[src/rtl/clint_timer.sv]
// Core-local interruptor: msip, mtimecmp and mtime behind a single-master load/store port,
// producing registered MTIP/MSIP levels. Define CLINT_PRESCALER_EN to divide the mtime tick by TICK_DIV.
module clint_timer #(
    parameter int unsigned     XLEN      = 64,
    parameter logic [XLEN-1:0] BASE_ADDR = 64'h0000_0000_0200_0000,
    parameter int unsigned     TICK_DIV  = 16
) (
    input  logic              clk_sys_i,
    input  logic              rst_sys_i,
    input  logic              bus_read_ena_i,
    input  logic              bus_write_ena_i,
    input  logic [XLEN-1:0]   bus_addr_i,
    input  logic [XLEN-1:0]   bus_wdata_i,
    input  logic [XLEN/8-1:0] bus_wstrb_i,
    output logic [XLEN-1:0]   bus_rdata_o,
    output logic              bus_rvalid_o,
    output logic              bus_err_o,
    output logic              time_intr_o,
    output logic              software_intr_o,
    output logic [XLEN-1:0]   mtime_o
);

    localparam int unsigned     NBYTES       = XLEN / 8;
    localparam logic [XLEN-1:0] OFF_MSIP     = XLEN'(32'h0000_0000);
    localparam logic [XLEN-1:0] OFF_MTIMECMP = XLEN'(32'h0000_4000);
    localparam logic [XLEN-1:0] OFF_MTIME    = XLEN'(32'h0000_BFF8);
    localparam logic [XLEN-1:0] WIN_SIZE     = XLEN'(32'h0001_0000);

    function automatic logic [XLEN-1:0] merge_bytes(input logic [XLEN-1:0]   old_v,
                                                    input logic [XLEN-1:0]   new_v,
                                                    input logic [NBYTES-1:0] strb);
        logic [XLEN-1:0] res;
        res = old_v;
        for (int i = 0; i < NBYTES; i++) begin
            if (strb[i]) begin
                res[i*8 +: 8] = new_v[i*8 +: 8];
            end else begin
                res[i*8 +: 8] = old_v[i*8 +: 8];
            end
        end
        return res;
    endfunction

    logic [XLEN-1:0] mtime_r;
    logic [XLEN-1:0] mtimecmp_r;
    logic            msip_r;
    logic [XLEN-1:0] rdata_r;
    logic            rvalid_r;
    logic            err_r;
    logic            time_intr_r;
    logic            software_intr_r;

    logic [XLEN-1:0] offset_s;
    logic            sel_msip_s;
    logic            sel_cmp_s;
    logic            sel_time_s;
    logic            legal_s;
    logic            rd_s;
    logic            wr_s;
    logic            access_err_s;
    logic            wr_live_s;
    logic            mtime_wr_s;
    logic            tick_s;
    logic [XLEN-1:0] rd_data_s;

    // Address decode and access classification
    always_comb begin
        offset_s     = bus_addr_i - BASE_ADDR;
        sel_msip_s   = 1'b0;
        sel_cmp_s    = 1'b0;
        sel_time_s   = 1'b0;
        if ((offset_s < WIN_SIZE) && (bus_addr_i[2:0] == 3'b000)) begin
            sel_msip_s = (offset_s == OFF_MSIP);
            sel_cmp_s  = (offset_s == OFF_MTIMECMP);
            sel_time_s = (offset_s == OFF_MTIME);
        end else begin
            sel_msip_s = 1'b0;
            sel_cmp_s  = 1'b0;
            sel_time_s = 1'b0;
        end
        legal_s      = sel_msip_s | sel_cmp_s | sel_time_s;
        rd_s         = bus_read_ena_i & ~bus_write_ena_i;
        wr_s         = bus_write_ena_i & ~bus_read_ena_i;
        // A read+write collision is rejected outright, regardless of address.
        access_err_s = (bus_read_ena_i & bus_write_ena_i) | ((rd_s | wr_s) & ~legal_s);
        wr_live_s    = wr_s & legal_s & (|bus_wstrb_i);
        mtime_wr_s   = wr_live_s & sel_time_s;
    end

    // Read data mux; unimplemented or illegal locations return zero
    always_comb begin
        rd_data_s = '0;
        if (sel_msip_s) begin
            rd_data_s = {{(XLEN-1){1'b0}}, msip_r};
        end else if (sel_cmp_s) begin
            rd_data_s = mtimecmp_r;
        end else if (sel_time_s) begin
            rd_data_s = mtime_r;
        end else begin
            rd_data_s = '0;
        end
    end

`ifdef CLINT_PRESCALER_EN
    localparam int unsigned PW         = (TICK_DIV > 32'd1) ? $clog2(TICK_DIV) : 1;
    localparam logic [PW-1:0] PRESC_LAST = PW'(TICK_DIV - 32'd1);

    logic [PW-1:0] presc_r;

    assign tick_s = (presc_r == PRESC_LAST);

    // Prescaler: wraps every TICK_DIV cycles, restarts when software writes mtime
    always_ff @(posedge clk_sys_i) begin
        if (rst_sys_i) begin
            presc_r <= '0;
        end else if (mtime_wr_s || tick_s) begin
            presc_r <= '0;
        end else begin
            presc_r <= presc_r + PW'(1'b1);
        end
    end
`else
    assign tick_s = 1'b1;
`endif

    // Architectural registers; a software write to mtime overrides that cycle's tick
    always_ff @(posedge clk_sys_i) begin
        if (rst_sys_i) begin
            mtime_r    <= '0;
            mtimecmp_r <= '1;
            msip_r     <= 1'b0;
        end else begin
            if (wr_live_s && sel_msip_s && bus_wstrb_i[0]) begin
                msip_r <= bus_wdata_i[0];
            end
            if (wr_live_s && sel_cmp_s) begin
                mtimecmp_r <= merge_bytes(mtimecmp_r, bus_wdata_i, bus_wstrb_i);
            end
            if (mtime_wr_s) begin
                mtime_r <= merge_bytes(mtime_r, bus_wdata_i, bus_wstrb_i);
            end else if (tick_s) begin
                mtime_r <= mtime_r + XLEN'(1'b1);
            end
        end
    end

    // Response stage and interrupt levels, all one cycle behind the register state
    always_ff @(posedge clk_sys_i) begin
        if (rst_sys_i) begin
            rdata_r         <= '0;
            rvalid_r        <= 1'b0;
            err_r           <= 1'b0;
            time_intr_r     <= 1'b0;
            software_intr_r <= 1'b0;
        end else begin
            rdata_r         <= rd_s ? rd_data_s : '0;
            rvalid_r        <= rd_s;
            err_r           <= access_err_s;
            time_intr_r     <= (mtime_r >= mtimecmp_r);
            software_intr_r <= msip_r;
        end
    end

    assign bus_rdata_o     = rdata_r;
    assign bus_rvalid_o    = rvalid_r;
    assign bus_err_o       = err_r;
    assign time_intr_o     = time_intr_r;
    assign software_intr_o = software_intr_r;
    assign mtime_o         = mtime_r;

endmodule

[config.mk]
export PLATFORM = sky130hd
export DESIGN_NAME = clint_timer
export DESIGN_NICKNAME = d
export VERILOG_FILES = /design/src/rtl/clint_timer.sv
export SDC_FILE = /design/constraint.sdc
export NUM_CORES = 1
export LEC_CHECK = 0
export BUFFER_PORTS_ARGS = -buffer_cell sky130_fd_sc_hd__buf_2
export CORE_ASPECT_RATIO = 0.9
export CORE_MARGIN = 1
export CORE_UTILIZATION = 54
export DETAILED_ROUTE_END_ITERATION = 7
export HOLD_SLACK_MARGIN = 0.15
export PLACE_DENSITY = 0.89
export SETUP_SLACK_MARGIN = 0.05
export SYNTH_ARGS = -nofsm -noshare
export SYNTH_HDL_FRONTEND = slang
export SYNTH_SLANG_ARGS = --single-unit
[constraint.sdc]
create_clock -name clk_sys_i -period 5.2 [get_ports clk_sys_i]
set_input_delay 1.04 -clock clk_sys_i [delete_from_list [all_inputs] [get_ports clk_sys_i]]
set_output_delay 1.04 -clock clk_sys_i [all_outputs]
set_load 0.03 [all_outputs]
==> results.py <==
metrics = {
    "detailed_routing": {
        "route.detailed.drc": 0,
        "maxUsedRoutingLayer": "met4",
        "viasPerCell": 6.27,
        "m1WireLength_um": 13800,
        "vias": 11300,
        "met3_length_um": 3030,
        "routedWlPerCell_um": 17.9,
        "drtAntennaViolNets": 0,
        "wirelength_um": 32400,
        "drt_iter0_drc": 1152,
        "dr.pass1.iters": 6,
        "wl_met2_um": 14900,
    },
    "worst_setup_path": {
        "cp.arrival_ns": 4.61,
        "startpoint_type": "input pin",
        "startpoint": "bus_addr_i[31]",
        "crit_required_ns": 5.52,
        "crit_type": "input pin to register",
        "cp-end-kind": "register",
        "regToRegSetupSlack_ns": 1.83,
        "cp_max_fo": 53,
        "reg2reg_from": "mtime_o[13]",
    },
    "die": {
        "rows": 48,
        "floorplan.initialDensity_pct": 56.0,
        "dieHeight_um": 137,
        "core_um2": 19500,
        "num_io_pins": 272,
        "die_x_um": 152,
        "die-area_um2": 20700,
    },
    "finish": {
        "nFillCells": 1622,
        "final_nets": 1755,
        "multi_input_area_um2": 6180,
        "n_antenna_cell": 0,
        "area.sequential_um2": 3940,
        "instances_no_fill": 1809,
        "area_delta_synth_final_pct": 18.0,
        "drive_above_1_share_pct": 21.6,
        "final_area_um2": 12900,
        "finish.utilization_pct": 66.0,
    },
    "global_route": {
        "track_usage_pct": 31.4,
        "antenna_found_initial": 0,
        "gr-total-overflow": 0,
        "grt_pass1_vias": 10300,
        "grt_first_pass_wirelength_um": 51800,
        "grt_start_max_net_pins": 113,
    },
    "logic_synthesis": {
        "synth_edf_count": 0,
        "avgSynthCellArea_um2": 8.18,
        "synth_flop_cell": "dfxtp_1",
        "synthesis.nets": 1541,
        "synthesis.area_um2": 10900,
        "synthCells": 1332,
        "seq_area_frac_synth_pct": 36.2,
        "synth_cell_type_count": 66,
        "ys_seq_elements": 197,
        "ys_warn_count": 0,
        "ys_async_sr_fraction_pct": 0,
    },
    "cts": {
        "cts_root_buf": "clkbuf_16",
        "htree_levels": 4,
        "clkSlewWorstSetupHoldPaths_ns": 0.07,
        "clkLatencyLatePin_ns": 0.44,
        "cts_resized": 0,
        "post_cts_buffers": 0,
        "cts_buffers": 17,
        "cts_sinks": 197,
        "cts_tree": "done",
        "cts-hold-fix-buffers": 0,
        "clock_path_buffers": 2,
    },
    "timing": {
        "fin_crit_ns": 4.29,
        "finalHoldViolCount": 0,
        "finalCritPeriodShare_pct": 82.6,
        "fmax_mhz": 233,
        "setup_viol": 0,
        "fin_setup_tns_ns": 0,
        "worstMarginPinSlew_ns": 0.909,
        "setup_ws_ns": 0.906,
        "skew_ns": 0.0153,
        "rsz0062_at_grt": "false",
        "holdWs_ns": 0.496,
        "slew_viol_final": 0,
        "relSlewSlack_pct": 39.4,
    },
    "job": {
        "drv_cap": 0,
    },
    "worst_hold_path": {
        "hold_path_startpoint": "msip_r",
        "hold_path_class": "register to register",
    },
    "pwr": {
        "peakVddDrop_mv": 0.217,
        "p_leak_nw": 5.90,
        "power.total_mw": 3.04,
        "power_density_nw_per_um2": 237,
    },
    "place": {
        "post_dp_cell_area_um2": 12300,
        "dpl.cell_count": 1777,
        "portBuffers": 271,
        "gp_congestion": 0.909,
        "dpl.hpwl_um": 23000,
        "dp_worst_setup_slack_ns": 0.572,
    },
    "status": {
        "outcome": "complete, no violations",
    },
}
-- power breakdown --
part	switching (mW)	internal (mW)	leakage [nW]
logic	0.110	0.0628	4.02
registers	0.00458	1.51	1.59
clock network	0.623	0.733	0.284
-- synthesized netlist by cell type, types with 8 or more instances --
master    count  area share (%)
buf_2        44             2.0
a22oi_1      65             4.5
nor3b_1      10            0.69
a311o_1      63             5.8
o21ai_0      54             2.5
a211oi_1      9            0.62
nor2b_1      16            0.92
ha_1         69             7.9
a21o_1       24             1.7
nor3_1       67             3.1
nand4_1      23             1.3
clkbuf_1     33             1.1
nand2_1      64             2.2
nand3_1      37             1.7
a21oi_1     175             8.0
nor4_1       34             2.0
inv_1        81             2.8
nor2_1      124             4.3
and3_1       13            0.75
and2_1       12            0.69
nand3b_1      8            0.55
dfxtp_1     197              36
-- cell usage in the layout (no fill, tap or decap), drive strengths merged, types with 4 or more instances in the layout --
cell type | synthesis | layout
o22ai | 5 | 5
o31ai | 4 | 4
and2 | 12 | 12
nand4 | 23 | 23
o211ai | 4 | 4
nand3b | 8 | 8
clkbuf | 33 | 20
dfxtp | 197 | 197
buf | 58 | 286
and3 | 13 | 13
or3 | 4 | 4
nor2b | 16 | 16
a32oi | 6 | 6
o21ai | 56 | 56
a21oi | 175 | 175
a311o | 63 | 63
nor3 | 68 | 68
or4 | 4 | 4
nor4b | 5 | 5
nand2b | 5 | 5
ha | 69 | 69
a31oi | 5 | 5
nor4 | 34 | 34
nor2 | 124 | 124
inv | 81 | 86
nand3 | 37 | 37
and4 | 6 | 6
nand2 | 64 | 64
and2b | 4 | 4
nor3b | 10 | 10
nand4b | 4 | 4
a22oi | 65 | 65
a21o | 24 | 24
a211oi | 9 | 9
or2 | 5 | 5
-- critical path, cell delays in order --
cell,delay (ns)
buf_2,0.10
or4_4,0.53
or3_1,0.52
o41ai_2,0.36
o2111a_1,0.27
nand4b_2,0.18
nor3_4,0.30
and4_4,0.49
buf_12,0.27
a21oi_1,0.14
a311o_1,0.37
-- layout make-up --
| cell class | count | share of cell area, % |
|---|---|---|
| clock buffer | 20 | 3.48 |
| clock inverter | 12 | 1.12 |
| inverter | 81 | 2.37 |
| multi-input combinational | 963 | 48.1 |
| sequential | 197 | 30.7 |
| tap | 250 | 2.43 |
| timing repair buffer | 286 | 11.8 |
-- final timing paths --
path / end / cells past startpoint
setup reg to reg: mtime_o[59] / 9
hold reg to reg: software_intr_o / 1
hold / removal: software_intr_o / 1
setup / recovery: mtimecmp_r[2] / 11
-- registers in the layout (all words and copies together), names as in the netlist --
signal	flops
bus_err_o	1
time_intr_o	1
bus_rdata_o	64
mtimecmp_r	64
bus_rvalid_o	1
msip_r	1
mtime_o	64
software_intr_o	1
-- logic make-up after synthesis --
logic type | after synthesis | synth area share [%]
fa+ha+maj | 69 | 7.92
compound gates | 438 | 26.7
xor+xnor | 3 | 0.241
mux | 5 | 0.482
flops | 197 | 36.2
buf+inv | 172 | 7.20
simple gates | 448 | 21.3
-- per-layer routing --
| metal | vias to the layer above | track usage, % |
|---|---|---|
| met5 | - | 0 |
| met4 | 0 | 10.7 |
| met3 | 63 | 5.07 |
| met2 | 618 | 49.9 |
| met1 | 5278 | 42.8 |
| li1 | 5376 | - |
No activity file was read; power rests on OpenSTA's default activity.
